`config.mk`:
```
export PLATFORM = sky130hd
export DESIGN_NAME = pa_out_fifo
export DESIGN_NICKNAME = d
export VERILOG_FILES = /design/src/rtl/pa_out_fifo.sv
export SDC_FILE = /design/constraint.sdc
export NUM_CORES = 1
export LEC_CHECK = 0
export ABC_AREA = 1
export CORE_ASPECT_RATIO = 0.8
export CORE_MARGIN = 4
export CORE_UTILIZATION = 60
export DETAILED_ROUTE_END_ITERATION = 7
export DONT_BUFFER_PORTS = 1
export PLACE_DENSITY = 0.74
export SLEW_MARGIN = 20
export SYNTH_ARGS = -nofsm -noshare
export SYNTH_HDL_FRONTEND = slang
export SYNTH_SLANG_ARGS = --single-unit
```
`constraint.sdc`:
```
create_clock -name clock -period 5.7 [get_ports clock]
set_input_delay 1.71 -clock clock [delete_from_list [all_inputs] [get_ports clock]]
set_output_delay 1.71 -clock clock [all_outputs]
set_load 0.05 [all_outputs]
```
`src/rtl/pa_out_fifo.sv`:
```
// pa_out_fifo
// ----------------------------------------------------------------------------
// Parallel-output stage. Bytes written through wr_data/wr_en are queued in a
// small circular FIFO. A drain state machine pops one byte at a time, drives
// it on pa_out and qualifies it with pa_strobe for STROBE_CYCLES clocks. With
// ACK_EN=1 it then waits (without timeout) for pa_ack before moving on. One
// strobe-low GAP cycle always separates consecutive bytes.
//
// Ports:
//   clock       single clock for all logic
//   reset       synchronous, active-high; discards queued and in-flight data
//   wr_data     byte to enqueue
//   wr_en       enqueue wr_data on this edge when not full
//   pa_out      byte driven to the port (holds last value when idle)
//   pa_strobe   high while pa_out carries a newly launched byte
//   pa_ack      consumer acknowledge, only looked at in WAIT_ACK
//   fifo_empty  FIFO holds no entries
//   fifo_full   FIFO holds DEPTH entries
//   level       current entry count
//   overflow    sticky, set by a write attempt while full
//   busy        state machine is not idle
//   isr         level interrupt: room available (!fifo_full)
// ----------------------------------------------------------------------------
module pa_out_fifo #(
    parameter int DEPTH         = 4,
    parameter int STROBE_CYCLES = 2,
    parameter int ACK_EN        = 1
) (
    input  logic                     clock,
    input  logic                     reset,
    input  logic [7:0]               wr_data,
    input  logic                     wr_en,
    output logic [7:0]               pa_out,
    output logic                     pa_strobe,
    input  logic                     pa_ack,
    output logic                     fifo_empty,
    output logic                     fifo_full,
    output logic [$clog2(DEPTH):0]   level,
    output logic                     overflow,
    output logic                     busy,
    output logic                     isr
);

    localparam int PTR_W  = $clog2(DEPTH);
    localparam int LVL_W  = PTR_W + 1;
    localparam int SCNT_W = (STROBE_CYCLES > 1) ? $clog2(STROBE_CYCLES) : 1;

    localparam logic [SCNT_W-1:0] SCNT_LOAD = SCNT_W'(STROBE_CYCLES - 1);
    localparam logic [SCNT_W-1:0] SCNT_ZERO = SCNT_W'(0);
    localparam logic [SCNT_W-1:0] SCNT_ONE  = SCNT_W'(1);
    localparam logic [LVL_W-1:0]  LVL_FULL  = LVL_W'(DEPTH);
    localparam logic [LVL_W-1:0]  LVL_ZERO  = LVL_W'(0);
    localparam logic [LVL_W-1:0]  LVL_ONE   = LVL_W'(1);
    localparam logic [PTR_W-1:0]  PTR_ZERO  = PTR_W'(0);
    localparam logic [PTR_W-1:0]  PTR_ONE   = PTR_W'(1);

    typedef enum logic [1:0] {
        ST_IDLE     = 2'd0,
        ST_DRIVE    = 2'd1,
        ST_WAIT_ACK = 2'd2,
        ST_GAP      = 2'd3
    } state_t;

    // Registered state
    state_t             state_r;
    logic [7:0]         mem_r [DEPTH];
    logic [PTR_W-1:0]   wr_ptr_r;
    logic [PTR_W-1:0]   rd_ptr_r;
    logic [LVL_W-1:0]   count_r;
    logic [7:0]         out_r;
    logic               strobe_r;
    logic [SCNT_W-1:0]  scnt_r;
    logic               empty_r;
    logic               full_r;
    logic               ovf_r;
    logic               busy_r;
    logic               isr_r;

    // Combinational next values
    state_t             state_nxt_s;
    logic [7:0]         out_nxt_s;
    logic               strobe_nxt_s;
    logic [SCNT_W-1:0]  scnt_nxt_s;
    logic               pop_s;
    logic               push_s;
    logic               ovf_set_s;
    logic [LVL_W-1:0]   count_nxt_s;

    // Drain state machine: next state, launch data, strobe timing, pop request
    always_comb begin
        state_nxt_s  = state_r;
        out_nxt_s    = out_r;
        strobe_nxt_s = strobe_r;
        scnt_nxt_s   = scnt_r;
        pop_s        = 1'b0;
        case (state_r)
            ST_IDLE: begin
                if (!empty_r) begin
                    pop_s        = 1'b1;
                    out_nxt_s    = mem_r[rd_ptr_r];
                    strobe_nxt_s = 1'b1;
                    scnt_nxt_s   = SCNT_LOAD;
                    state_nxt_s  = ST_DRIVE;
                end else begin
                    state_nxt_s  = ST_IDLE;
                end
            end
            ST_DRIVE: begin
                if (scnt_r != SCNT_ZERO) begin
                    scnt_nxt_s   = scnt_r - SCNT_ONE;
                end else begin
                    strobe_nxt_s = 1'b0;
                    if (ACK_EN != 0) begin
                        state_nxt_s = ST_WAIT_ACK;
                    end else begin
                        state_nxt_s = ST_GAP;
                    end
                end
            end
            ST_WAIT_ACK: begin
                strobe_nxt_s = 1'b0;
                if (pa_ack) begin
                    state_nxt_s = ST_GAP;
                end else begin
                    state_nxt_s = ST_WAIT_ACK;
                end
            end
            ST_GAP: begin
                strobe_nxt_s = 1'b0;
                state_nxt_s  = ST_IDLE;
            end
            default: begin
                strobe_nxt_s = 1'b0;
                state_nxt_s  = ST_IDLE;
            end
        endcase
    end

    // FIFO bookkeeping: a write is accepted only when not full at the edge,
    // independent of a pop on the same edge
    always_comb begin
        push_s      = 1'b0;
        ovf_set_s   = 1'b0;
        count_nxt_s = count_r;
        if (wr_en) begin
            if (full_r) begin
                ovf_set_s = 1'b1;
            end else begin
                push_s    = 1'b1;
            end
        end else begin
            push_s    = 1'b0;
        end
        case ({push_s, pop_s})
            2'b10:   count_nxt_s = count_r + LVL_ONE;
            2'b01:   count_nxt_s = count_r - LVL_ONE;
            default: count_nxt_s = count_r;
        endcase
    end

    // Storage array; stale contents are harmless because reset clears pointers
    always_ff @(posedge clock) begin
        if (!reset && push_s) begin
            mem_r[wr_ptr_r] <= wr_data;
        end
    end

    // State, pointers, count and registered status/output flags
    always_ff @(posedge clock) begin
        if (reset) begin
            state_r  <= ST_IDLE;
            wr_ptr_r <= PTR_ZERO;
            rd_ptr_r <= PTR_ZERO;
            count_r  <= LVL_ZERO;
            out_r    <= 8'h00;
            strobe_r <= 1'b0;
            scnt_r   <= SCNT_ZERO;
            empty_r  <= 1'b1;
            full_r   <= 1'b0;
            ovf_r    <= 1'b0;
            busy_r   <= 1'b0;
            isr_r    <= 1'b1;
        end else begin
            state_r  <= state_nxt_s;
            out_r    <= out_nxt_s;
            strobe_r <= strobe_nxt_s;
            scnt_r   <= scnt_nxt_s;
            count_r  <= count_nxt_s;
            // DEPTH is a power of two, so pointers wrap by plain overflow
            if (push_s) begin
                wr_ptr_r <= wr_ptr_r + PTR_ONE;
            end
            if (pop_s) begin
                rd_ptr_r <= rd_ptr_r + PTR_ONE;
            end
            if (ovf_set_s) begin
                ovf_r <= 1'b1;
            end
            // Flags are registered from the next count so they match level
            empty_r  <= (count_nxt_s == LVL_ZERO);
            full_r   <= (count_nxt_s == LVL_FULL);
            isr_r    <= (count_nxt_s != LVL_FULL);
            busy_r   <= (state_nxt_s != ST_IDLE);
        end
    end

    assign pa_out     = out_r;
    assign pa_strobe  = strobe_r;
    assign fifo_empty = empty_r;
    assign fifo_full  = full_r;
    assign level      = count_r;
    assign overflow   = ovf_r;
    assign busy       = busy_r;
    assign isr        = isr_r;

endmodule
```
==> results.py, run 1 <==
metrics = {
    "sta": {
        "finalWorstPathRequiredPeriod_ns": 2.891,
        "maxSlewHeadroom_pct": 39.24,
        "rsz0062_at_grt": "no",
        "finalSetupViolations": 0,
        "fin_worst_skew_ns": 0.006738,
        "worst_pin_slew_ns": 0.9102,
        "hold_viol_final": 0,
        "setup-tns-final_ns": 0,
        "setup_slack_ns": 2.809,
        "slew_viol_final": 0,
        "finalCritPeriodShare_pct": 50.72,
        "max_clock_freq_mhz": 345.9,
    },
    "power": {
        "p_leak_nw": 1.028,
        "p_per_area_nw_per_um2": 525.4,
        "ir_drop_mv": 0.2222,
    },
    "clocking": {
        "clkTransAtPathRegs_ns": 0.09,
        "cts.sinks": 56,
        "clock-root-buffer": "clkbuf_8",
        "cts_inserted_buffers": 5,
        "holdBufCountCts": 0,
        "cts_buffer_depth": 2,
        "clk_latency_ns": 0.30,
        "cts_setup_buffers": 0,
        "cts_resized": 0,
        "cts_tree": "yes",
        "htree_levels": 2,
    },
    "worst_hold_path": {
        "whs_path_depth": 2,
        "hp-start": "scnt_r",
        "hp-class": "flip-flop to flip-flop",
    },
    "floorplanning": {
        "die_area_um2": 4997,
        "ios": 29,
        "die_y_um": 64.04,
        "chipWidth_um": 78.04,
        "rows": 20,
        "start_util_pct": 62.32,
        "core_area_um2": 3779,
    },
    "synthesis": {
        "syn_area_um2": 2355,
        "ys_seq_area_share_pct": 61.21,
        "synth_seq_cells": 56,
        "synth_edf_count": 32,
        "synth.net_count": 270,
        "synth-async-reset-ratio_pct": 0,
        "synth.top_cell.area_share_pct": 40.81,
        "synth_warnings": 0,
        "synthTopCellsByArea": "edfxtp_1 (41%), dfxtp_1 (20%), nor2_1 (9.7%), nand2_1 (6.5%), inv_1 (5.9%)",
        "synth_area_per_cell_um2": 9.344,
        "yosys.cell_types.count": 19,
        "synth_area_leader_cell": "edfxtp_1",
        "synth-main-ff-cell": "edfxtp_1",
        "syn_inst": 252,
    },
    "critical_path": {
        "startpoint_type": "primary input",
        "setup.worst_path.start": "wr_en",
        "cp-endpoint": "fifo_empty",
        "cp.arrival_ns": 3.09,
        "r2r_cells": 10,
        "timing.rr.end": "fifo_empty",
        "rr_startpoint": "fifo_empty",
        "crit_type": "primary input to flip-flop",
        "end_kind": "flip-flop",
        "reg2reg_setup_slack_ns": 3.45,
        "worstPathMaxFanout": 5,
        "cp.required_ns": 5.90,
    },
    "global_route": {
        "first_global_vias": 1417,
        "overflow": 0,
        "grt_pass1_wl_mm": 6.596,
        "grt_max_degree": 27,
        "track_usage_pct": 17.31,
        "antenna_found_initial": 0,
    },
    "cells_and_area": {
        "final_cell_mix": "nor2_1 (61), nand2_1 (41), inv_1 (37)",
        "layout-drive-gt1-share_pct": 5.138,
        "final_cells": 308,
        "fillers": 309,
        "syn2layout_area_growth_pct": 4.357,
        "layout_commonest_cell": "nor2_1",
        "layout.nets": 270,
        "diodes": 0,
    },
    "outcome": {
        "outcome": "completed",
    },
    "run": {
        "cap_violations": 0,
    },
    "drt": {
        "wl_per_cell_um": 13.13,
        "detail_route.iter0.violations": 112,
        "ant_nets": 0,
        "vias_per_cell": 5.039,
        "vias": 1552,
        "wl_mm": 4.043,
        "first_pass_iters": 4,
        "drc": 0,
    },
    "placed_design": {
        "place_hpwl_mm": 2.656,
        "post-place-ws_ns": 2.497,
        "io_buffers": 0,
        "place.gp.congestion": 0.8323,
        "dp_cells": 300,
    },
}
[through the flow]
stage | instance area, um2 | util (%) | hold slack (ns) | total power, W
2_1_floorplan | 2355 | - | 0.4540 | 0.001032
3_3_place_gp | 2364 | 62.55 | 0.4603 | 0.001069
3_5_place_dp | 2364 | 62.55 | 0.4930 | 0.001080
4_1_cts | 2457 | 65.03 | 0.5075 | 0.001295
5_1_grt | 2457 | 65.03 | 0.5267 | 0.001383
6_report | 2457 | 65.03 | 0.5029 | 0.001291
[cell type report]
cell class                 count  area, um2  area share, %
sequential                    56       1441          58.66
tap                           55      68.82          2.800
clock inverter                 1      7.507         0.3055
inverter                      40      150.1          6.110
clock buffer                   7      86.33          3.513
multi-input combinational    149      703.2          28.62
[synthesized netlist by cell type, types with 3 or more instances]
cell and n:
nor2_1 61, nand2_1 41, inv_1 37, edfxtp_1 32
dfxtp_1 24, nand3_1 14, o21ai_0 14, a21oi_1 5
ha_1 5, buf_6 4, buf_2 3, inv_2 3
nand4_1 3
[flip-flops by register name, summed over array words and instances (netlist names)]
register,cells
mem_r,32
state_r,2
rd_ptr_r,2
scnt_r,1
wr_ptr_r,2
fifo_empty,1
pa_strobe,1
fifo_full,1
overflow,1
pa_out,8
level,3
busy,1
isr,1
[layer usage]
layer  track usage [%]  part of all wire, %  wire (um)
met1             24.00                   50       2002
met2             25.75                   44       1785
met3             5.211                  5.0        201
met4             6.550                  1.3         54
met5                 0                    0          0
[where the power goes]
part | switching, W | total (W) | internal (W) | leakage (nW)
Combinational | 0.000211 | 0.000325 | 0.000114 | 0.495
Sequential | 0.000244 | 0.000748 | 0.000503 | 0.489
Clock | 0.000120 | 0.000219 | 0.0000989 | 0.0445
Total | 0.000575 | 0.00129 | 0.000717 | 1.03
[worst max-delay path, cell delays in order]
cell and delay [ns]:
inv_1 0.02, nor2_1 0.10, inv_1 0.10, ha_1 0.20, inv_1 0.08, fa_1 0.40
o21ai_0 0.15, inv_1 0.07, nand2_1 0.08, inv_1 0.06, nand3_1 0.06, nand2_1 0.04
[how the worst min path moves through the flow]
stage / slack (ns) / end
global route: 0.53 / scnt_r
floorplan: 0.45 / scnt_r
CTS: 0.51 / scnt_r
finish: 0.50 / scnt_r
global placement: 0.46 / scnt_r
detailed placement: 0.49 / scnt_r
[cells by family after synthesis]
group,after synthesis,synth area share [%]
compound gates,20,4.251
fa+ha+maj,6,3.507
buf+inv,47,8.926
flops,56,61.21
simple gates,123,22.10
Power figures use the tool's default switching activity.
==> inputs of run 2 (changes only) <==
--- a/config.mk
+++ b/config.mk
@@ -8,10 +8,10 @@
 export ABC_AREA = 1
 export CORE_ASPECT_RATIO = 0.8
 export CORE_MARGIN = 4
-export CORE_UTILIZATION = 60
+export CORE_UTILIZATION = 56
 export DETAILED_ROUTE_END_ITERATION = 7
 export DONT_BUFFER_PORTS = 1
-export PLACE_DENSITY = 0.74
+export PLACE_DENSITY = 0.72
 export SLEW_MARGIN = 20
 export SYNTH_ARGS = -nofsm -noshare
 export SYNTH_HDL_FRONTEND = slang
==> constraint.sdc (replaced) <==
create_clock -name clock -period 2.5 [get_ports clock]
set_input_delay 0.75 -clock clock [delete_from_list [all_inputs] [get_ports clock]]
set_output_delay 0.75 -clock clock [all_outputs]
set_load 0.05 [all_outputs]
==> run 2 against run 1 <==
  * Sequential share of layout area down 1.9 points
  * Clock skew barely moved
  * Clock-buffer cell count stayed put
  * Setup slack worse by 2.2 ns
  * Sequential power grew 110%
==> results.py, run 2 (synthesis results as in run 1) <==
metrics = {
    "clocking": {
        "cts_resized": 0,
        "htree_levels": 2,
        "clkTransAtPathRegs_ns": 0.09,
        "cts_buffer_depth": 2,
        "clk_latency_ns": 0.30,
        "holdBufCountCts": 0,
        "cts_setup_buffers": 0,
        "clock-root-buffer": "clkbuf_8",
        "cts_inserted_buffers": 5,
        "cts_tree": "yes",
        "cts.sinks": 56,
    },
    "cells_and_area": {
        "regMostFlops": "mem_r",
        "syn2layout_area_growth_pct": 7.917,
        "multiInputGateArea_um2": 703.2,
        "fillers": 323,
        "largest_reg_flops": 32,
        "final_cell_mix": "nor2_1 (61), nand2_1 (41), inv_1 (37)",
        "layout.nets": 280,
        "layout-drive-gt1-share_pct": 8.745,
        "final_util_pct": 64.68,
        "regArea_um2": 1441,
        "layout_commonest_cell": "nor2_1",
        "diodes": 0,
    },
    "power": {
        "p_leak_nw": 1.089,
        "p_per_area_nw_per_um2": 1192,
        "ir_drop_mv": 0.5420,
    },
    "critical_path": {
        "rr_startpoint": "state_r[0]",
        "cpLargestDelayFamily": "adder cells",
        "worstPathMaxFanout": 5,
        "r2r_cells": 12,
        "cp.required_ns": 2.70,
        "startpoint_type": "primary input",
        "timing.rr.end": "fifo_empty",
        "reg2reg_setup_slack_ns": 0.68,
        "critPathMaxStageDelay_ns": 0.40,
        "end_kind": "flip-flop",
        "path_cells": "inv_1, nor2_1, inv_1, ha_1, inv_1, fa_1, o21ai_0, inv_1, nand2_1, inv_1, nand3_1, nand2_1",
        "cp.arrival_ns": 2.10,
        "crit_type": "primary input to flip-flop",
        "cp_num_buf_inv": 5,
        "critPathSlowestCell": "fa_1",
        "crit_path_frequent_cell": "inv_1",
    },
    "sta": {
        "hold_viol_final": 0,
        "fin_worst_skew_ns": 0.006313,
        "finalSetupViolations": 0,
        "max_clock_freq_mhz": 524.0,
        "worst_pin_slew_ns": 0.5661,
        "finalCritPeriodShare_pct": 76.34,
        "slew_viol_final": 0,
        "maxSlewHeadroom_pct": 62.21,
        "rsz0062_at_grt": "no",
        "finalWorstPathRequiredPeriod_ns": 1.908,
        "setup-tns-final_ns": 0,
    },
    "floorplanning": {
        "core_area_um2": 3929,
        "chipWidth_um": 80.50,
        "die_y_um": 66,
        "ios": 29,
        "rows": 20,
        "die_area_um2": 5313,
        "start_util_pct": 59.94,
    },
    "placed_design": {
        "place.gp.congestion": 0.8152,
        "io_buffers": 0,
        "place_hpwl_mm": 2.760,
    },
    "global_route": {
        "antenna_found_initial": 0,
        "track_usage_pct": 17.08,
        "overflow": 0,
        "grt_pass1_wl_mm": 6.693,
        "grt_max_degree": 19,
        "first_global_vias": 1409,
    },
    "worst_hold_path": {
        "hp-class": "flip-flop to flip-flop",
        "hold_end": "scnt_r",
        "whs_path_depth": 2,
        "hp-start": "scnt_r",
    },
    "drt": {
        "wl_mm": 4.033,
        "drc": 0,
        "detail_route.iter0.violations": 121,
        "wl_per_cell_um": 12.68,
        "vias": 1509,
        "ant_nets": 0,
        "first_pass_iters": 4,
        "vias_per_cell": 4.745,
    },
    "run": {
        "cap_violations": 0,
    },
    "outcome": {
        "outcome": "completed",
    },
}
==> run 2: metal layers <==
metal	part of all wire [%]	global-route usage (%)	wire, um	vias up
met1	48	24.00	1920	651
li1	-	-	-	808
met4	1.8	7.806	73	0
met3	6.0	4.905	242	10
met2	45	24.38	1797	40
met5	0	0	0	-
==> run 2: how the worst max path moves through the flow <==
stage	end	start	cells past startpoint	slack (ns)
floorplan	fifo_empty	fifo_empty	11	0.34
global placement	fifo_empty	wr_en	12	0.31
detailed placement	fifo_empty	wr_en	12	0.28
CTS	fifo_empty	wr_en	12	0.61
global route	fifo_empty	wr_en	12	0.38
finish	fifo_empty	wr_en	12	0.59
==> run 2: stage by stage <==
stage / setup WS, ns / hold WS [ns] / power [W] / cells / area (um2)
6_report: 0.5916 / 0.4783 / 0.003029 / 318 / 2541
5_1_grt: 0.3774 / 0.4784 / 0.003266 / 318 / 2541
4_1_cts: 0.6132 / 0.4805 / 0.003052 / 318 / 2541
3_5_place_dp: 0.2847 / 0.4644 / 0.002528 / 310 / 2439
3_3_place_gp: 0.3060 / 0.4620 / 0.002502 / 310 / 2439
2_1_floorplan: 0.3375 / 0.4540 / 0.002352 / 252 / 2355
==> run 2: layout make-up <==
cell class / instances / area share [%]
sequential: 56 / 56.72
multi-input combinational: 149 / 27.67
inverter: 40 / 5.908
clock buffer: 7 / 3.840
timing repair buffer: 10 / 2.954
tap: 55 / 2.708
clock inverter: 1 / 0.1969
==> run 2: power by group <==
part	switching, W	internal (W)
Sequential	0.000432	0.00115
Combinational	0.000611	0.000313
Clock	0.000268	0.000257
==> run 2: worst register-to-register path, delay by kind of cell, from the launching register on <==
family | cells | cell delay, ns
adder cells (fa/ha/maj) | 2 | 0.60
flip-flops | 1 | 0.38
AND/OR/NAND/NOR | 5 | 0.31
buffers and inverters | 4 | 0.30
AO/OA/AOI/OAI | 1 | 0.14
==> inputs of run 3 (changes only) <==
--- a/config.mk
+++ b/config.mk
@@ -8,10 +8,10 @@
 export ABC_AREA = 1
 export CORE_ASPECT_RATIO = 0.8
 export CORE_MARGIN = 4
-export CORE_UTILIZATION = 56
+export CORE_UTILIZATION = 60
 export DETAILED_ROUTE_END_ITERATION = 7
 export DONT_BUFFER_PORTS = 1
-export PLACE_DENSITY = 0.72
+export PLACE_DENSITY = 0.74
 export SLEW_MARGIN = 20
 export SYNTH_ARGS = -nofsm -noshare
 export SYNTH_HDL_FRONTEND = slang
==> constraint.sdc (replaced) <==
create_clock -name clock -period 1.89 [get_ports clock]
set_input_delay 0.567 -clock clock [delete_from_list [all_inputs] [get_ports clock]]
set_output_delay 0.567 -clock clock [all_outputs]
set_load 0.05 [all_outputs]
==> run 3 against run 2 <==
  * Utilization rose by 4.1 points
  * Sequential share of layout area is 0.97 points lower
  * Register-to-register slack got worse by 0.53 ns
  * Clock-buffer cell count shrank 2
  * Clock skew rose by 0.0014 ns
  * Via count increased by 1.9%
==> results.py, run 3 (synthesis results as in run 1) <==
metrics = {
    "global_route": {
        "met2_usage_pct": 25.32,
        "first_global_vias": 1361,
        "antenna_found_initial": 0,
        "grt_util_met3_pct": 4.930,
        "overflow": 0,
        "grt_pass1_wl_mm": 6.382,
        "gr-usage-met1_pct": 23.44,
        "grt_max_degree": 27,
        "globalRoute.busiestLayer": "met2",
        "track_usage_pct": 16.94,
    },
    "critical_path": {
        "startpoint_type": "flip-flop",
        "end_kind": "flip-flop",
        "crit_type": "flip-flop to flip-flop",
        "critPathMaxStageDelay_ns": 0.52,
        "reg2reg_setup_slack_ns": 0.15,
        "r2r_cells": 11,
        "cp.arrival_ns": 1.94,
        "worstPathMaxFanout": 4,
        "path_cells": "inv_2, nand2_4, nor2_8, ha_4, inv_2, fa_2, o21ai_1, inv_1, nand2_1, inv_1, nand4_1",
        "critPathSlowestCell": "fa_2",
        "cp.required_ns": 2.08,
    },
    "floorplanning": {
        "die_area_um2": 4997,
        "ios": 29,
        "chipWidth_um": 78.04,
        "start_util_pct": 62.32,
        "rows": 20,
        "die_y_um": 64.04,
        "core_area_um2": 3779,
    },
    "drt": {
        "wl_per_cell_um": 12.37,
        "first_pass_iters": 4,
        "drc": 0,
        "ant_nets": 0,
        "detail_route.iter0.violations": 87,
        "vias": 1537,
        "wl_mm": 4.009,
        "vias_per_cell": 4.744,
    },
    "placed_design": {
        "post-place-ws_ns": -0.02749,
        "placed_area_um2": 2479,
        "dp_cells": 314,
        "io_buffers": 0,
        "place_hpwl_mm": 2.692,
        "place.gp.congestion": 0.8769,
    },
    "cells_and_area": {
        "diodes": 0,
        "final_util_pct": 68.77,
        "largest_reg_flops": 32,
        "regArea_um2": 1449,
        "regMostFlops": "mem_r",
        "layout-drive-gt1-share_pct": 15.24,
        "multiInputGateArea_um2": 723.2,
        "final_cells": 324,
        "layout_commonest_cell": "nor2_1",
        "final_cell_mix": "nor2_1 (60), nand2_1 (40), inv_1 (34)",
        "syn2layout_area_growth_pct": 10.36,
        "fin_area_um2": 2599,
        "fillers": 305,
        "layout.nets": 286,
    },
    "sta": {
        "finalWorstPathRequiredPeriod_ns": 1.743,
        "finalSetupViolations": 0,
        "setup_slack_ns": 0.1467,
        "max_clock_freq_mhz": 573.6,
        "setup-tns-final_ns": 0,
        "finalCritPeriodShare_pct": 92.24,
        "fin_worst_skew_ns": 0.007754,
        "worst_pin_slew_ns": 0.5765,
        "maxSlewHeadroom_pct": 61.51,
        "slew_viol_final": 0,
        "hold_viol_final": 0,
    },
    "power": {
        "switching_power_w": 0.001769,
        "share_comb_of_total_power_pct": 33.2,
        "p_per_area_nw_per_um2": 1560,
        "ir_drop_mv": 0.7020,
        "seqPwrFrac_pct": 51.3,
        "p_sw_share_pct": 43.64,
        "p_int_w": 0.002284,
        "clkPwrFrac_pct": 15.5,
        "p_leak_nw": 1.110,
    },
    "worst_hold_path": {
        "whs_path_depth": 1,
        "hp-class": "primary input to flip-flop",
    },
    "clocking": {
        "cts_tree": "yes",
        "clk_latency_ns": 0.30,
        "clkTransAtPathRegs_ns": 0.10,
        "cts.sinks": 56,
        "holdBufCountCts": 0,
        "clock-root-buffer": "clkbuf_8",
        "cts_buffer_depth": 2,
        "htree_levels": 2,
        "cts_inserted_buffers": 5,
    },
    "run": {
        "cap_violations": 0,
    },
    "outcome": {
        "outcome": "completed",
    },
}
run 3: cell count changes in the layout (fill, tap and decap cells not counted), moves of 3 or more:
cell / change
inv_1: -3
dfxtp_1: -4
inv_2: +3
dfxtp_2: +3
buf_4: +6
run 3: what timing repair did:
action | in CTS | in global routing
resized for setup | 0 | 5
buffers inserted | 0 | 2
endpoints found under the setup margin | 0 | 4
run 3: final timing paths:
kind / to / from
setup / recovery: isr / state_r[1]
hold / removal: state_r[1] / reset
setup reg to reg: isr / state_r[1]
hold reg to reg: scnt_r / scnt_r
run 3: cell type report:
| type | count | area share [%] |
|---|---|---|
| flip-flops and latches | 56 | 55.75 |
| well taps | 55 | 2.648 |
| repair buffers | 16 | 4.622 |
| clock inverters | 3 | 0.7222 |
| multi-input cells | 149 | 27.83 |
| inverters | 40 | 5.778 |
| clock buffers | 5 | 2.648 |
run 3: stage by stage:
step | hold slack (ns) | total power (W)
floorplan | 0.4540 | 0.003135
detailed placement | 0.4741 | 0.003402
finish | 0.3126 | 0.004053
CTS | 0.3066 | 0.004027
global route | 0.2995 | 0.004342
global placement | 0.4638 | 0.003369
run 3: worst max-delay path: cells and delay by family, from the launching register on:
kind | cells | cell delay (ns)
adders and majority gates | 2 | 0.66
AOI/OAI and AO/OA | 1 | 0.06
DFF | 1 | 0.34
and+or+nand+nor | 4 | 0.31
buffers and inverters | 4 | 0.26
run 3: metal layers:
layer,share of wire [%],vias to the layer above
met5,0,-
met4,2.1,0
met3,4.7,10
met2,45,25
met1,49,678
li1,-,824
run 3: power by group through the flow:
stage	Clock, W	Combinational [W]	Sequential, W
floorplan	0	0.000956	0.00218
global placement	0	0.00127	0.00210
detailed placement	0	0.00129	0.00211
CTS	0.000647	0.00130	0.00208
global route	0.000691	0.00155	0.00210
finish	0.000628	0.00135	0.00208
